--- src/rtl/mips_ctrl_pkg.sv ---
// Shared definitions for the multi-cycle MIPS control unit: state encoding,
// opcodes, ALU/mux selector codes and the control word carried to the datapath.
package mips_ctrl_pkg;

    typedef enum logic [3:0] {
        ST_FETCH     = 4'd0,
        ST_DECODE    = 4'd1,
        ST_MEM_ADDR  = 4'd2,
        ST_MEM_READ  = 4'd3,
        ST_MEM_WB    = 4'd4,
        ST_MEM_WRITE = 4'd5,
        ST_R_EXEC    = 4'd6,
        ST_R_WB      = 4'd7,
        ST_ADDI_EXEC = 4'd8,
        ST_ADDI_WB   = 4'd9,
        ST_BRANCH    = 4'd10,
        ST_JUMP      = 4'd11,
        ST_TRAP      = 4'd12
    } state_t;

    localparam logic [5:0] OP_RTYPE = 6'b000000;
    localparam logic [5:0] OP_LW    = 6'b100011;
    localparam logic [5:0] OP_SW    = 6'b101011;
    localparam logic [5:0] OP_BEQ   = 6'b000100;
    localparam logic [5:0] OP_J     = 6'b000010;
    localparam logic [5:0] OP_ADDI  = 6'b001000;

    localparam logic [2:0] ALUOP_ADD   = 3'b000;
    localparam logic [2:0] ALUOP_SUB   = 3'b001;
    localparam logic [2:0] ALUOP_FUNCT = 3'b111;

    localparam logic [1:0] SRCB_RT      = 2'b00;
    localparam logic [1:0] SRCB_FOUR    = 2'b01;
    localparam logic [1:0] SRCB_IMM     = 2'b10;
    localparam logic [1:0] SRCB_IMM_SH2 = 2'b11;

    localparam logic [1:0] PCSRC_ALU    = 2'b00;
    localparam logic [1:0] PCSRC_ALUOUT = 2'b01;
    localparam logic [1:0] PCSRC_JUMP   = 2'b10;

    typedef struct packed {
        logic       pc_write;
        logic       pc_write_cond;
        logic       i_or_d;
        logic       mem_read;
        logic       mem_write;
        logic       ir_write;
        logic       mem_to_reg;
        logic       reg_dst;
        logic       reg_write;
        logic       alu_src_a;
        logic [1:0] alu_src_b;
        logic [1:0] pc_source;
        logic [2:0] alu_op;
    } ctrl_word_t;

    // An instruction retires on the edge that leaves its final state.
    function automatic logic retires_on_exit(state_t s, logic mem_ready);
        case (s)
            ST_MEM_WB, ST_R_WB, ST_ADDI_WB, ST_BRANCH, ST_JUMP: return 1'b1;
            ST_MEM_WRITE:                                       return mem_ready;
            default:                                            return 1'b0;
        endcase
    endfunction

endpackage

--- src/rtl/multicycle_control_unit_if.sv ---
// Bundle between the control unit, the IR opcode field, the datapath controls
// and the shared memory handshake.
interface multicycle_control_unit_if #(
    parameter int ALUOP_W = 3,
    parameter int CNT_W   = 32
);
    // Memory handshake: MemRead/MemWrite is the request and stays asserted
    // until a rising clock edge samples mem_ready=1; that edge completes the
    // access. mem_ready has no meaning while no request is asserted.
    logic [5:0]         inscod;
    logic               mem_ready;
    logic               PCWrite;
    logic               PCWriteCond;
    logic               IorD;
    logic               MemRead;
    logic               MemWrite;
    logic               IRWrite;
    logic               Memtoreg;
    logic               RegDist;
    logic               Regwrite;
    logic               ALUsrcA;
    logic [1:0]         ALUsrcB;
    logic [1:0]         PCSource;
    logic [ALUOP_W-1:0] ALUop;
    logic               illegal;
    logic [CNT_W-1:0]   retired;

    modport master (
        input  inscod, mem_ready,
        output PCWrite, PCWriteCond, IorD, MemRead, MemWrite, IRWrite,
               Memtoreg, RegDist, Regwrite, ALUsrcA, ALUsrcB, PCSource,
               ALUop, illegal, retired
    );

    modport slave (
        output inscod, mem_ready,
        input  PCWrite, PCWriteCond, IorD, MemRead, MemWrite, IRWrite,
               Memtoreg, RegDist, Regwrite, ALUsrcA, ALUsrcB, PCSource,
               ALUop, illegal, retired
    );

endinterface

--- src/rtl/multicycle_control_unit_output_decode.sv ---
// Moore output decode: maps the current state to the datapath control word.
// mem_ready only gates the FETCH-side PC/IR loads so the PC cannot run ahead of a stall.
module mcu_output_decode
    import mips_ctrl_pkg::*;
(
    input  state_t     state_i,
    input  logic       mem_ready_i,
    output ctrl_word_t ctrl_o
);

    always_comb begin
        ctrl_o = '0;
        case (state_i)
            ST_FETCH: begin
                ctrl_o.mem_read  = 1'b1;
                ctrl_o.ir_write  = mem_ready_i;
                ctrl_o.pc_write  = mem_ready_i;
                ctrl_o.alu_src_b = SRCB_FOUR;
                ctrl_o.alu_op    = ALUOP_ADD;
                ctrl_o.pc_source = PCSRC_ALU;
            end
            ST_DECODE: begin
                ctrl_o.alu_src_b = SRCB_IMM_SH2;
                ctrl_o.alu_op    = ALUOP_ADD;
            end
            ST_MEM_ADDR, ST_ADDI_EXEC: begin
                ctrl_o.alu_src_a = 1'b1;
                ctrl_o.alu_src_b = SRCB_IMM;
                ctrl_o.alu_op    = ALUOP_ADD;
            end
            ST_MEM_READ: begin
                ctrl_o.mem_read = 1'b1;
                ctrl_o.i_or_d   = 1'b1;
            end
            ST_MEM_WB: begin
                ctrl_o.reg_write  = 1'b1;
                ctrl_o.mem_to_reg = 1'b1;
            end
            ST_MEM_WRITE: begin
                ctrl_o.mem_write = 1'b1;
                ctrl_o.i_or_d    = 1'b1;
            end
            ST_R_EXEC: begin
                ctrl_o.alu_src_a = 1'b1;
                ctrl_o.alu_src_b = SRCB_RT;
                ctrl_o.alu_op    = ALUOP_FUNCT;
            end
            ST_R_WB: begin
                ctrl_o.reg_write = 1'b1;
                ctrl_o.reg_dst   = 1'b1;
            end
            ST_ADDI_WB: begin
                ctrl_o.reg_write = 1'b1;
            end
            ST_BRANCH: begin
                ctrl_o.alu_src_a     = 1'b1;
                ctrl_o.alu_src_b     = SRCB_RT;
                ctrl_o.alu_op        = ALUOP_SUB;
                ctrl_o.pc_write_cond = 1'b1;
                ctrl_o.pc_source     = PCSRC_ALUOUT;
            end
            ST_JUMP: begin
                ctrl_o.pc_write  = 1'b1;
                ctrl_o.pc_source = PCSRC_JUMP;
            end
            default: ctrl_o = '0;
        endcase
    end

endmodule

--- src/rtl/multicycle_control_unit.sv ---
// Multi-cycle MIPS control FSM: sequences each instruction, stalls on the
// memory handshake, traps on unsupported opcodes and counts retirements.
module multicycle_control_unit
    import mips_ctrl_pkg::*;
#(
    parameter int ALUOP_W = 3,
    parameter int CNT_W   = 32
) (
    input  logic                        clk,
    input  logic                        rst_n,
    multicycle_control_unit_if.master   bus,
    output state_t                      state_o
);

    state_t           state_q, state_d;
    logic [5:0]       opcode_q;
    logic             illegal_q;
    logic [CNT_W-1:0] retired_q;
    logic             retire_now;
    ctrl_word_t       ctrl;

    always_ff @(posedge clk) begin
        if (!rst_n) state_q <= ST_FETCH;
        else        state_q <= state_d;
    end

    always_comb begin
        state_d = state_q;
        case (state_q)
            ST_FETCH:     if (bus.mem_ready) state_d = ST_DECODE;
            ST_DECODE: begin
                case (bus.inscod)
                    OP_LW, OP_SW: state_d = ST_MEM_ADDR;
                    OP_RTYPE:     state_d = ST_R_EXEC;
                    OP_BEQ:       state_d = ST_BRANCH;
                    OP_J:         state_d = ST_JUMP;
                    OP_ADDI:      state_d = ST_ADDI_EXEC;
                    default:      state_d = ST_TRAP;
                endcase
            end
            // Only lw/sw reach MEM_ADDR, so the latched opcode picks the direction.
            ST_MEM_ADDR:  state_d = (opcode_q == OP_SW) ? ST_MEM_WRITE : ST_MEM_READ;
            ST_MEM_READ:  if (bus.mem_ready) state_d = ST_MEM_WB;
            ST_MEM_WRITE: if (bus.mem_ready) state_d = ST_FETCH;
            ST_R_EXEC:    state_d = ST_R_WB;
            ST_ADDI_EXEC: state_d = ST_ADDI_WB;
            ST_MEM_WB, ST_R_WB, ST_ADDI_WB, ST_BRANCH, ST_JUMP: state_d = ST_FETCH;
            ST_TRAP:      state_d = ST_TRAP;
            default:      state_d = ST_FETCH;
        endcase
    end

    mcu_output_decode u_output_decode (
        .state_i     (state_q),
        .mem_ready_i (bus.mem_ready),
        .ctrl_o      (ctrl)
    );

    assign retire_now = retires_on_exit(state_q, bus.mem_ready);

    always_ff @(posedge clk) begin
        if (!rst_n) begin
            opcode_q  <= '0;
            illegal_q <= 1'b0;
            retired_q <= '0;
        end else begin
            if (state_q == ST_DECODE) opcode_q <= bus.inscod;
            if (state_q == ST_DECODE && state_d == ST_TRAP) illegal_q <= 1'b1;
            if (retire_now) retired_q <= retired_q + 1'b1;
        end
    end

    assign bus.PCWrite     = ctrl.pc_write;
    assign bus.PCWriteCond = ctrl.pc_write_cond;
    assign bus.IorD        = ctrl.i_or_d;
    assign bus.MemRead     = ctrl.mem_read;
    assign bus.MemWrite    = ctrl.mem_write;
    assign bus.IRWrite     = ctrl.ir_write;
    assign bus.Memtoreg    = ctrl.mem_to_reg;
    assign bus.RegDist     = ctrl.reg_dst;
    assign bus.Regwrite    = ctrl.reg_write;
    assign bus.ALUsrcA     = ctrl.alu_src_a;
    assign bus.ALUsrcB     = ctrl.alu_src_b;
    assign bus.PCSource    = ctrl.pc_source;
    assign bus.ALUop       = ALUOP_W'(ctrl.alu_op);
    assign bus.illegal     = illegal_q;
    assign bus.retired     = retired_q;
    assign state_o         = state_q;

endmodule
--- src/flat_wrapper.sv ---
// flat-port wrapper written by rule: the top's interface ports become plain ports
module multicycle_control_unit_flat import mips_ctrl_pkg::*;
#(
    parameter int ALUOP_W = 3,
    parameter int CNT_W   = 32
)
  (clk, rst_n, state_o, bus_inscod, bus_mem_ready, bus_PCWrite, bus_PCWriteCond, bus_IorD, bus_MemRead, bus_MemWrite, bus_IRWrite, bus_Memtoreg, bus_RegDist, bus_Regwrite, bus_ALUsrcA, bus_ALUsrcB, bus_PCSource, bus_ALUop, bus_illegal, bus_retired);
  multicycle_control_unit_if #(.ALUOP_W(ALUOP_W), .CNT_W(CNT_W)) bus_i ();
  input  logic clk;
  input  logic rst_n;
  output state_t state_o;
  input wire logic [$bits(bus_i.inscod)-1:0] bus_inscod;
  input wire logic [$bits(bus_i.mem_ready)-1:0] bus_mem_ready;
  output wire logic [$bits(bus_i.PCWrite)-1:0] bus_PCWrite;
  output wire logic [$bits(bus_i.PCWriteCond)-1:0] bus_PCWriteCond;
  output wire logic [$bits(bus_i.IorD)-1:0] bus_IorD;
  output wire logic [$bits(bus_i.MemRead)-1:0] bus_MemRead;
  output wire logic [$bits(bus_i.MemWrite)-1:0] bus_MemWrite;
  output wire logic [$bits(bus_i.IRWrite)-1:0] bus_IRWrite;
  output wire logic [$bits(bus_i.Memtoreg)-1:0] bus_Memtoreg;
  output wire logic [$bits(bus_i.RegDist)-1:0] bus_RegDist;
  output wire logic [$bits(bus_i.Regwrite)-1:0] bus_Regwrite;
  output wire logic [$bits(bus_i.ALUsrcA)-1:0] bus_ALUsrcA;
  output wire logic [$bits(bus_i.ALUsrcB)-1:0] bus_ALUsrcB;
  output wire logic [$bits(bus_i.PCSource)-1:0] bus_PCSource;
  output wire logic [$bits(bus_i.ALUop)-1:0] bus_ALUop;
  output wire logic [$bits(bus_i.illegal)-1:0] bus_illegal;
  output wire logic [$bits(bus_i.retired)-1:0] bus_retired;
  assign bus_i.inscod = bus_inscod;
  assign bus_i.mem_ready = bus_mem_ready;
  assign bus_PCWrite = bus_i.PCWrite;
  assign bus_PCWriteCond = bus_i.PCWriteCond;
  assign bus_IorD = bus_i.IorD;
  assign bus_MemRead = bus_i.MemRead;
  assign bus_MemWrite = bus_i.MemWrite;
  assign bus_IRWrite = bus_i.IRWrite;
  assign bus_Memtoreg = bus_i.Memtoreg;
  assign bus_RegDist = bus_i.RegDist;
  assign bus_Regwrite = bus_i.Regwrite;
  assign bus_ALUsrcA = bus_i.ALUsrcA;
  assign bus_ALUsrcB = bus_i.ALUsrcB;
  assign bus_PCSource = bus_i.PCSource;
  assign bus_ALUop = bus_i.ALUop;
  assign bus_illegal = bus_i.illegal;
  assign bus_retired = bus_i.retired;
  multicycle_control_unit #(.ALUOP_W(ALUOP_W), .CNT_W(CNT_W)) u_core (.clk(clk), .rst_n(rst_n), .bus(bus_i), .state_o(state_o));
endmodule
--- config.mk ---
export PLATFORM = sky130hd
export DESIGN_NAME = multicycle_control_unit_flat
export DESIGN_NICKNAME = d
export VERILOG_FILES = /design/src/rtl/mips_ctrl_pkg.sv /design/src/rtl/multicycle_control_unit_if.sv /design/src/rtl/multicycle_control_unit_output_decode.sv /design/src/rtl/multicycle_control_unit.sv /design/src/flat_wrapper.sv
export SDC_FILE = /design/constraint.sdc
export NUM_CORES = 1
export LEC_CHECK = 0
export CAP_MARGIN = 20
export CELL_PAD_IN_SITES_DETAIL_PLACEMENT = 1
export CELL_PAD_IN_SITES_GLOBAL_PLACEMENT = 1
export CORE_MARGIN = 2
export CORE_UTILIZATION = 38
export CTS_BUF_LIST = sky130_fd_sc_hd__clkbuf_16
export DETAILED_ROUTE_END_ITERATION = 12
export PLACE_DENSITY = 0.95
export SLEW_MARGIN = 20
export SYNTH_ARGS = -nofsm -noshare
export SYNTH_HDL_FRONTEND = slang
export SYNTH_SLANG_ARGS = --single-unit
--- constraint.sdc ---
create_clock -name clk -period 4.75 [get_ports clk]
set_clock_uncertainty 0.1 [all_clocks]
set_input_delay 1.425 -clock clk [delete_from_list [all_inputs] [get_ports clk]]
set_output_delay 1.425 -clock clk [all_outputs]
set_load 0.1 [all_outputs]
==> flow_metrics.py <==
metrics = {
    "run_status": {
        "status": "finished, final reports clean",
    },
    "clock_network": {
        "cts_resized": 0,
        "cts_hold_buf": 0,
        "numCtsBuffers": 5,
        "postCtsSetupBuffers": 0,
        "clkTransAtPathRegs_ns": 0.06,
        "clkLatencyLatePin_ns": 0.29,
        "cts_tree": "done",
        "clock-sinks": 43,
        "htree_levels": 2,
        "root_buffer": "clkbuf_16",
        "cts_buffer_depth": 2,
    },
    "power": {
        "p_leak_nw": 1.21,
        "power_mw": 1.32,
        "powerDensity_nw_per_um2": 417,
        "ir_worst_vdd_uv": 293,
    },
    "synthesis": {
        "yosysTopAreaCellShare": 0.363,
        "synth_top_area_cell": "dfxtp_1",
        "avgSynthCellArea_um2": 8.14,
        "yosys_register_bits": 43,
        "seq_area_frac_synth": 0.363,
        "synth_area_leaders": "dfxtp_1, and2_1, xor2_1",
        "synth_cell_types": 46,
        "syn_nets": 301,
        "netlist_area_um2": 2370,
        "netlist_instances": 291,
        "ys.warnings.count": 0,
        "synth_edf_count": 0,
        "synth-main-ff-cell": "dfxtp_1",
        "synthArstFlopShare": 0,
    },
    "sta": {
        "tightest_slew_ns": 0.977,
        "rsz0062_at_grt": "false",
        "finalCritPeriodShare": 0.874,
        "finalSetupViolCount": 0,
        "relSlewSlack": 0.332,
        "hold_viol": 0,
        "max_freq_ghz": 0.241,
        "finalCriticalPeriod_ns": 4.15,
        "drv_slew": 0,
    },
    "die": {
        "core_area_um2": 5960,
        "fp.dieH_um": 83.0,
        "start_util": 0.398,
        "io_pins": 63,
        "rows": 28,
        "die_w_um": 83.0,
        "die-area_um2": 6880,
    },
    "global_route": {
        "grt_pass1_vias": 2463,
        "grt_usage": 0.225,
        "gr-total-overflow": 0,
        "grt_max_degree": 28,
        "grt_pass1_wl_mm": 12.7,
        "antenna_found_initial": 0,
    },
    "finish": {
        "final_nets": 353,
        "syn_to_final_growth_pct": 33.9,
        "final_util": 0.533,
        "num_antenna_cells": 0,
        "drive_gt1_frac": 0.108,
    },
    "setup_path": {
        "critPathTopFamily": "buffers and inverters",
        "worstPathCellList": "clkdlybuf4s50_1 > and3_1 > or2_2 > buf_12",
        "ff2ff_path_depth": 5,
        "critical_path_arrival_ns": 2.63,
        "critPathBufInv": 2,
        "critPathCaptureType": "primary output",
        "r2r_slack_ns": 1.86,
        "criticalPathCategory": "in2out",
        "startpoint_type": "primary input",
        "r2r-start": "u_core.state_o[0]",
        "required_ns": 3.22,
        "cpPeakStageDelay_ns": 0.49,
        "crit_fanout": 6,
        "cp_slowest_cell": "clkdlybuf4s50_1",
        "r2r_end": "u_core.bus.retired[17]",
    },
    "placement": {
        "port_buffers": 62,
        "dpl.hpwl_mm": 5.11,
        "place.gp.congestion": 0.841,
    },
    "worst_hold_path": {
        "worstHoldEndpoint": "u_core.opcode_q[3]",
        "worstHoldStart": "u_core.opcode_q[3]",
        "hp-class": "reg2reg",
        "min_path_cells": 2,
    },
    "routing": {
        "wl_per_cell_um": 18.2,
        "vias_per_cell": 5.55,
        "drtAntennaViolNets": 0,
        "routed_wl_mm": 7.63,
        "num_vias": 2327,
        "drc": 0,
        "drt_iter0_drc": 136,
        "drt_first_pass_iters": 4,
    },
    "job": {
        "cap_violations": 0,
    },
}
metal layers:
| layer | vias to the layer above | GRT usage | part of all wire |
|---|---|---|---|
| met5 | - | 0 | 0 |
| met4 | 0 | 0.0715 | 0.017 |
| met3 | 12 | 0.0427 | 0.030 |
| met2 | 47 | 0.397 | 0.52 |
| met1 | 1151 | 0.274 | 0.43 |
| li1 | 1117 | - | - |
power by group:
part / internal (mW) / total (mW) / switching [mW]
Sequential: 0.380 / 0.418 / 0.0386
Clock: 0.248 / 0.395 / 0.147
Combinational: 0.125 / 0.510 / 0.385
Total: 0.753 / 1.32 / 0.571
layout by cell type, fill, tap and decap left out, drive strengths merged, types with 7 or more instances in the layout:
cell type      instances
clkdlybuf4s50         46
dfxtp                 43
nand2                 30
and2                  23
nor3                  19
buf                   17
nor2                  17
xor2                  16
nand3                 11
a21boi                11
xnor2                 10
o21ai                  9
nor2b                  8
nor4                   8
nand4                  8
and3                   7
Yosys cell counts (3+ instances only):
cell type   n
inv_1       6
o21ai_0     9
nand3_1    11
buf_4       3
mux2i_1     5
and4_1      4
nand2_1    30
xnor2_1    10
or3_1       4
nor2_1     17
dfxtp_1    43
or2_2       3
and2_1     23
nor3_1     19
nand2b_1    6
nand4_1     7
nor4_1      8
clkbuf_1   10
and3_1      7
a21oi_1     5
a21boi_0   10
nor2b_1     8
xor2_1     16
flip-flops by register name (all words and copies together), names as in the netlist:
name,count
u_core.bus.illegal,1
u_core.bus.retired,32
u_core.opcode_q,6
u_core.state_o,4
metrics by stage:
step | hold slack, ns | TNS, ns | worst slack [ns] | instances | cell area [um^2]
finish | 0.377 | 0 | 0.597 | 419 | 3170
global route | 0.405 | 0 | 0.554 | 419 | 3170
CTS | 0.380 | 0 | 0.604 | 419 | 3170
detailed placement | 0.372 | 0 | 0.603 | 411 | 3000
global placement | 0.352 | 0 | 0.639 | 411 | 3000
floorplan | 0.338 | -0.0704 | -0.0525 | 291 | 2390
area by class of cell:
| class | instances | area (um^2) |
|---|---|---|
| clock buffers | 5 | 125 |
| inverters | 6 | 22.5 |
| multi-input cells | 224 | 1410 |
| clock inverters | 3 | 43.8 |
| flip-flops and latches | 43 | 861 |
| fillers | 729 | 2780 |
| repair buffers | 63 | 613 |
| well taps | 75 | 93.8 |
worst max-delay path by stage:
stage                      startpoint            to  cells after the start
global placement        bus_mem_ready   bus_PCWrite                      4
floorplan           u_core.state_o[2]  bus_ALUop[0]                      4
global route            bus_mem_ready   bus_PCWrite                      4
detailed placement      bus_mem_ready   bus_PCWrite                      4
CTS                     bus_mem_ready   bus_PCWrite                      4
finish                  bus_mem_ready   bus_PCWrite                      4
cell families (layout without fill, tap and decap cells):
kind of cell / Yosys count / count (layout) / synth area share
AND/OR/NAND/NOR: 154 / 154 / 0.353
flip-flops: 43 / 43 / 0.363
AO/OA/AOI/OAI: 38 / 38 / 0.110
XOR/XNOR: 26 / 26 / 0.0961
buffers and inverters: 24 / 77 / 0.0507
multiplexers: 5 / 5 / 0.0211
adder cells (fa/ha/maj): 1 / 1 / 0.00528
worst reg2reg max path: cells and delay by family, from the launching register on:
kind             cells  cell delay (ns)
multiplexers         1             0.23
flip-flops           1             0.64
AO/OA/AOI/OAI        1             0.81
AND/OR/NAND/NOR      3             1.04
Power figures use the tool's default switching activity.
